File: src/rtl/gate_scan_pkg.sv
// Shared types and constants for the 3-input gate truth-table scanner.
// Latency: n/a (declarations only).
// Backpressure: n/a (declarations only).
package gate_scan_pkg;

    // Scan controller states
    typedef enum logic [1:0] {
        ST_IDLE   = 2'd0,
        ST_SETTLE = 2'd1,
        ST_DONE   = 2'd2
    } scan_state_e;

    // Default number of cycles each stimulus vector is held before sampling
    localparam int unsigned SETTLE_CYCLES_DEF = 4;

    // Golden truth table of Y = (A|B)&(~B|C) | ~(~C&B) == ~B|C, bit i <-> {A,B,C}=i
    localparam logic [7:0] EXPECTED_TT = 8'hBB;

    // Number of stimulus vectors in a full scan
    localparam int unsigned NUM_VECTORS = 8;

endpackage : gate_scan_pkg

File: src/rtl/scan_settle_timer.sv
// Settle counter for one stimulus vector; raises early/late sample strobes.
// Latency: early strobe at count SETTLE_CYCLES-2, late strobe at SETTLE_CYCLES-1 (count from 0).
// Backpressure: none; counts whenever run_i is high, idles at zero otherwise.
module scan_settle_timer
    import gate_scan_pkg::*;
#(
    parameter int unsigned SETTLE_CYCLES = SETTLE_CYCLES_DEF
) (
    input  logic clk_i,
    input  logic rst_i,
    input  logic run_i,
    output logic early_o,
    output logic late_o
);

    localparam logic [7:0] EARLY_CNT = 8'(SETTLE_CYCLES - 2);
    localparam logic [7:0] LATE_CNT  = 8'(SETTLE_CYCLES - 1);

    logic [7:0] cnt_q;
    logic [7:0] cnt_d;

    // Count up while running; wrap to zero after the late strobe or when stopped
    always_comb begin
        cnt_d = 8'd0;
        if (run_i && !late_o) begin
            cnt_d = cnt_q + 8'd1;
        end
    end

    // Counter register with synchronous reset
    always_ff @(posedge clk_i) begin
        if (rst_i) begin
            cnt_q <= 8'd0;
        end else begin
            cnt_q <= cnt_d;
        end
    end

    assign early_o = run_i && (cnt_q == EARLY_CNT);
    assign late_o  = run_i && (cnt_q == LATE_CNT);

endmodule : scan_settle_timer

File: src/rtl/gate_tt_scanner.sv
// Drives all 8 {A,B,C} vectors into a gate, samples its response twice per vector, builds tt.
// Latency: done pulses 8*SETTLE_CYCLES+1 cycles after the accepted start.
// Backpressure: start is only accepted in IDLE; requests while busy are dropped.
module gate_tt_scanner
    import gate_scan_pkg::*;
#(
    parameter int unsigned SETTLE_CYCLES = SETTLE_CYCLES_DEF,
    parameter logic [7:0]  EXPECTED      = EXPECTED_TT
) (
    input  logic       clk,
    input  logic       rst,
    input  logic       start,
    output logic       a_out,
    output logic       b_out,
    output logic       c_out,
    input  logic       y_in,
    output logic       busy,
    output logic       done,
    output logic [7:0] tt,
    output logic       match,
    output logic       err_unstable
);

    scan_state_e state_q;
    scan_state_e state_d;
    logic [2:0]  idx_q;
    logic [2:0]  idx_d;
    logic [2:0]  stim_q;
    logic [2:0]  stim_d;
    logic [7:0]  tt_q;
    logic [7:0]  tt_d;
    logic        match_q;
    logic        match_d;
    logic        err_q;
    logic        err_d;
    logic        early_q;
    logic        early_d;

    logic        tmr_run;
    logic        early_stb;
    logic        late_stb;

    // Only the settle phase runs the timer, so it sits at zero in IDLE and DONE
    assign tmr_run = (state_q == ST_SETTLE);

    scan_settle_timer #(
        .SETTLE_CYCLES (SETTLE_CYCLES)
    ) u_settle_timer (
        .clk_i   (clk),
        .rst_i   (rst),
        .run_i   (tmr_run),
        .early_o (early_stb),
        .late_o  (late_stb)
    );

    // Next-state and datapath update for the scan controller
    always_comb begin
        state_d = state_q;
        idx_d   = idx_q;
        tt_d    = tt_q;
        match_d = match_q;
        err_d   = err_q;
        early_d = early_q;

        case (state_q)
            ST_IDLE: begin
                if (start) begin
                    state_d = ST_SETTLE;
                    idx_d   = 3'd0;
                    tt_d    = 8'h00;
                    match_d = 1'b0;
                    err_d   = 1'b0;
                    early_d = 1'b0;
                end
            end

            ST_SETTLE: begin
                if (early_stb) begin
                    early_d = y_in;
                end
                if (late_stb) begin
                    tt_d[idx_q] = y_in;
                    if (y_in != early_q) begin
                        err_d = 1'b1;
                    end
                    if (idx_q == 3'd7) begin
                        // Evaluate match on the final table so it is valid alongside done
                        state_d = ST_DONE;
                        match_d = (tt_d == EXPECTED);
                    end else begin
                        idx_d = idx_q + 3'd1;
                    end
                end
            end

            ST_DONE: begin
                state_d = ST_IDLE;
                idx_d   = 3'd0;
            end

            default: begin
                state_d = ST_IDLE;
                idx_d   = 3'd0;
            end
        endcase

        // Stimulus follows the vector index only while settling
        stim_d = (state_d == ST_SETTLE) ? idx_d : 3'b000;
    end

    // State and result registers with synchronous reset
    always_ff @(posedge clk) begin
        if (rst) begin
            state_q <= ST_IDLE;
            idx_q   <= 3'd0;
            stim_q  <= 3'b000;
            tt_q    <= 8'h00;
            match_q <= 1'b0;
            err_q   <= 1'b0;
            early_q <= 1'b0;
        end else begin
            state_q <= state_d;
            idx_q   <= idx_d;
            stim_q  <= stim_d;
            tt_q    <= tt_d;
            match_q <= match_d;
            err_q   <= err_d;
            early_q <= early_d;
        end
    end

    assign {a_out, b_out, c_out} = stim_q;
    assign busy                  = (state_q == ST_SETTLE);
    assign done                  = (state_q == ST_DONE);
    assign tt                    = tt_q;
    assign match                 = match_q;
    assign err_unstable          = err_q;

endmodule : gate_tt_scanner

File: config.mk
export PLATFORM = sky130hd
export DESIGN_NAME = gate_tt_scanner
export DESIGN_NICKNAME = d
export VERILOG_FILES = /design/src/rtl/gate_scan_pkg.sv /design/src/rtl/scan_settle_timer.sv /design/src/rtl/gate_tt_scanner.sv
export SDC_FILE = /design/constraint.sdc
export NUM_CORES = 1
export LEC_CHECK = 0
export CAP_MARGIN = 20
export CORE_ASPECT_RATIO = 1.75
export CORE_MARGIN = 2
export CORE_UTILIZATION = 35
export DETAILED_ROUTE_END_ITERATION = 16
export GPL_TIMING_DRIVEN = 0
export HOLD_SLACK_MARGIN = 0.05
export RECOVER_POWER = 50
export SLEW_MARGIN = 20
export SYNTH_ARGS = -nofsm -noshare
export SYNTH_HDL_FRONTEND = slang
export SYNTH_SLANG_ARGS = --single-unit
File: constraint.sdc
create_clock -name clk -period 1.9 [get_ports clk]
set_input_delay 0.475 -clock clk [delete_from_list [all_inputs] [get_ports clk]]
set_output_delay 0.475 -clock clk [all_outputs]
set_load 0.03 [all_outputs]
* Word-level counts from Yosys, hierarchy flattened
Index checks and enable logic that the tools add are counted.
Word-level totals: bits in registers 27, input bits 4, output and inout port bits 15, word-level logic and storage cells 63
Operators by class: add/sub/neg operators 2, $lt $le $gt $ge 2, equal/unequal tests 13, muxes and demuxes 23, bitwise operators 2, reductions and logical operators 13
Operators with widths (count):
- $eq 8x2->1 const B | 2
- $mux 8 | 2
- $pmux 8 s2 | 1
- $ne 2x2->1 const B | 5
- $mux 3 | 3
- $add 8x1->8 const B | 1
- $bwmux 8 | 1
- $eq 8x8->1 const B | 1
- $reduce_and 4->1 | 2
- $mux 1 | 7
- $mux 2 | 3
- $pmux 1 s2 | 3
- $pmux 3 s2 | 1
- $reduce_and 3->1 | 2
- $eq 2x1->1 const B | 2
- $logic_and 1x1->1 | 4
- $lt 3x4->1 const B | 1
- $pmux 2 s2 | 1
- $reduce_or 2->1 | 2
- $add 3x1->3 const B | 1
- $demux 1 s3 | 1
- $eq 3x3->1 const B | 1
- $ge 3x1->1 const B | 1
- $eq 2x2->1 const B | 1
- other kinds (5) | 6

* Logic depth before layout (Yosys ltp)
depth in word-level cells 9, mapped depth 7, mapped depth without buffers 6

* Hierarchy
Synthesis repeated with hierarchy kept, for this count alone.
Unflattened totals: cells, all modules 174, area, all modules 1436.4 um2
By module, submodules not included:
- gate_tt_scanner | instances 1, cells an instance 129, area each 1044.8 um2, seq. area each 380.4 um2
- scan_settle_timer | instances 1, cells an instance 45, area each 391.6 um2, seq. area each 160.2 um2

* Worst setup path after synthesis
No wires, ideal clock.
path type reg2reg, start register u_settle_timer.cnt_q[0], end register match_q, in the netlist match, library setup time 0.087 ns, arrival time 2.015 ns, required time 1.813 ns, setup slack -0.202 ns, cell stages (with the launch flop) 7, path buffers 0, period minus slack after synthesis 2.102 ns, cells stage by stage dfxtp_1 > ha_1 > or3b_2 > nor3_4 > nor2_4 > or3_1 > o31ai_1
Between the ends: cells in the longest elaborated chain, start to end 4
Ends and longest elaborated chain:
- from (decl) | line scan_settle_timer.sv:19 | logic [7:0] cnt_q;
- from (signal assigned) | line scan_settle_timer.sv:35 | cnt_q <= cnt_d;
- $eq 8x2->1 | line scan_settle_timer.sv:40 | assign late_o = run_i && (cnt_q == LATE_CNT);
- $logic_and 1x1->1 | line scan_settle_timer.sv:40
- $ne 2x2->1 (no source line)
- $reduce_and 4->1 (no source line)
- to (signal assigned) | line gate_tt_scanner.sv:126 | match_q <= match_d;
- to (decl) | line gate_tt_scanner.sv:32 | logic match_q;
No other way between the ends. A chain may end at the register's enable or synchronous reset.

* Worst setup path after layout
start register u_settle_timer.cnt_q[4], end register match_q, in the netlist match
Same word-level chain as after synthesis.

==> flow_metrics.py <==
metrics = {
    "timing": {
        "fin_crit_ns": 1.90,
        "setup_tns_ns": 0,
        "rsz0062_at_grt": "true",
        "period_share_pct": 99.9,
        "whs_ns": 0.457,
        "fin_skew_ns": 0.00304,
        "tightest_slew_ns": 0.507,
        "fmax_mhz": 527,
        "hold_viol_final": 0,
        "timing.slew.headroom_pct": 66.2,
        "slew_viol_final": 0,
        "fin_ws_ns": 0.00190,
        "setup_violations": 0,
    },
    "yosys": {
        "ys_seq_area_share_pct": 40.1,
        "netlist_instances": 161,
        "syn_area_per_cell_um2": 8.37,
        "syn_nets": 168,
        "ys_types": 41,
        "yosysWarnings": 0,
        "synth-edff-count": 0,
        "synthArstFlopShare_pct": 0,
        "ys.flop_type": "dfxtp_1",
        "synth_area_um2": 1350,
        "ys_seq_elements": 27,
    },
    "global_routing": {
        "met3_usage_pct": 2.26,
        "grt_pass1_wl_mm": 5.84,
        "antenna_found_initial": 0,
        "grtUsageMet2_pct": 29.9,
        "grt-ovfl-total": 0,
        "grt_pass1_vias": 1325,
        "busiest_layer": "met2",
        "grt_max_degree": 15,
        "grtUsageTotal_pct": 16.9,
        "use_met1_pct": 18.5,
    },
    "floorplan": {
        "rows": 29,
        "die_w_um": 50.9,
        "die_area_um2": 4380,
        "core_area_um2": 3660,
        "ios": 19,
        "start_util_pct": 36.8,
        "die_y_um": 86.1,
    },
    "finish": {
        "final_common_cell": "dfxtp_1",
        "final_util_pct": 46.7,
        "final_cell_mix": "21 x dfxtp_1, 17 x nor2_1, 13 x nand2_1, 11 x clkdlybuf4s50_1, 10 x a21oi_1",
        "instances_no_fill": 230,
        "drive_above_1_share_pct": 17.4,
        "antenna_cells": 0,
        "post-route-cell-area_um2": 1710,
        "nets": 192,
        "areaGrowthSynthToFinish_pct": 27.0,
    },
    "power": {
        "p_seq_share_pct": 59.0,
        "pwr-share-comb_pct": 7.8,
        "power.total_mw": 0.974,
        "total_leakage_power_nw": 0.615,
        "power_density_nw_per_um2": 569,
        "p_int_mw": 0.745,
        "p_switching_mw": 0.230,
        "ir_drop_uv": 447,
        "p_sw_share_pct": 23.6,
        "power_frac_clock_pct": 33.2,
    },
    "placed_design": {
        "gp_congestion": 0.865,
        "pre_cts_slack_ns": -0.717,
        "numPortBuffers": 18,
        "placed_area_um2": 1600,
        "place_inst": 225,
        "dpl.hpwl_mm": 2.46,
    },
    "worst_setup_path": {
        "rr_worst_depth": 6,
        "crit_required_ns": 2.09,
        "startpoint_type": "flop",
        "worst_setup_path_end_kind": "flop",
        "regToRegSetupSlack_ns": 0.002,
        "worstSetupPathType": "flop to flop",
        "worstPathArrival_ns": 2.09,
        "r2r-start": "u_settle_timer.cnt_q[4]",
        "crit_fanout": 7,
        "r2r_end": "match",
    },
    "routing": {
        "drt_drc_violations_left": 0,
        "dr.first_iter.drc_count": 35,
        "ant_nets": 0,
        "dr.pass1.iters": 4,
        "wl_per_cell_um": 14.5,
        "viasPerCell": 5.53,
        "drt_wl_total_mm": 3.33,
        "num_vias": 1271,
    },
    "worst_hold_path": {
        "worstHoldStart": "u_settle_timer.cnt_q[0]",
        "hold_path_class": "flop to flop",
        "min_to": "u_settle_timer.cnt_q[0]",
        "min_path_cells": 1,
    },
    "clock_tree": {
        "clockBufferDepth": 2,
        "cts_tree": "built",
        "clk_latency_ns": 0.27,
        "clkSlewWorstSetupHoldPaths_ns": 0.09,
        "cts-root-buf": "clkbuf_8",
        "cts_sinks": 27,
        "htreeDepth": 1,
        "cts_buffers": 3,
    },
    "run_status": {
        "outcome": "completed",
    },
    "job": {
        "drv_cap": 0,
    },
}
-- area by class of cell --
class | count | area, µm²
fill | 380 | 1950
multi-input combinational | 117 | 803
sequential | 27 | 551
timing repair buffer | 21 | 194
tap | 46 | 57.6
clock buffer | 4 | 45.0
buffer | 7 | 31.3
inverter | 8 | 30.0
-- power groups by stage --
stage	sequential, mW	combinational [mW]	clock, mW
2_1_floorplan	0.586	0.0471	0
3_3_place_gp	0.587	0.0712	0
4_1_cts	0.575	0.0749	0.337
5_1_grt	0.576	0.0843	0.351
3_5_place_dp	0.587	0.0727	0
6_report	0.575	0.0763	0.323
-- routing by layer --
layer	vias to the layer above	routed length, µm
met5	-	0
met4	0	74
met3	8	143
met2	46	1820
met1	592	1290
li1	625	-
-- flip-flops by register name, indices dropped and copies added, names as in the netlist --
name	flops
err_unstable	1
early_q	1
idx_q	3
match	1
tt	8
u_settle_timer.cnt_q	8
stim_q	3
state_q	2
-- worst max-delay path, cell delays in order (launching register included) --
cell	delay [ns]
dfxtp_2	0.34
or4_4	0.57
nor3_4	0.21
buf_6	0.13
nor2_4	0.04
or3_1	0.33
o31ai_1	0.19
-- logic make-up after synthesis --
| logic type | Yosys count | share of synthesized area (%) |
|---|---|---|
| AO/OA/AOI/OAI | 35 | 17.9 |
| XOR/XNOR | 7 | 4.55 |
| adder cells (fa/ha/maj) | 3 | 2.79 |
| buffers and inverters | 17 | 4.74 |
| flip-flops | 27 | 40.1 |
| multiplexers | 4 | 3.06 |
| AND/OR/NAND/NOR | 68 | 26.8 |
-- synth_stat cells (2+ instances only) --
library cell | n | area share (%)
nand2b_1 | 4 | 1.9
nand2_1 | 13 | 3.6
o41ai_1 | 2 | 1.3
a21oi_1 | 10 | 3.7
nand3_1 | 9 | 3.3
nor4_1 | 3 | 1.4
ha_1 | 3 | 2.8
o311ai_0 | 2 | 1.3
a32o_1 | 3 | 2.2
a211oi_1 | 2 | 1.1
mux2i_1 | 3 | 2.2
xor2_1 | 5 | 3.2
a31oi_1 | 3 | 1.4
inv_1 | 8 | 2.2
dfxtp_1 | 27 | 40
o32ai_1 | 2 | 1.3
clkbuf_1 | 9 | 2.5
nor3_1 | 5 | 1.9
o21ai_0 | 4 | 1.5
xnor2_1 | 2 | 1.3
nor3b_1 | 2 | 1.1
nand3b_1 | 2 | 1.1
nor2_1 | 18 | 5.0
or3_1 | 3 | 1.4
-- worst max path at each step --
stage	startpoint	to	slack, ns	cells after the start
after detailed placement	start	match	-0.72	5
after global placement	start	match	-0.64	5
final	u_settle_timer.cnt_q[4]	match	0.002	6
after floorplan	u_settle_timer.cnt_q[1]	match	0.01	6
after global routing	u_settle_timer.cnt_q[4]	match	-0.08	6
after CTS	start	match	-0.06	5
-- repair_timing --
item | CTS | global route
gates resized for setup | 14 | 18
buffers inserted | 3 | 0
endpoints found under the hold margin | 0 | 0
hold buffers | 0 | 0
pin swaps | 1 | 2
setup endpoints to repair | 18 | 12
Power figures use the tool's default switching activity.
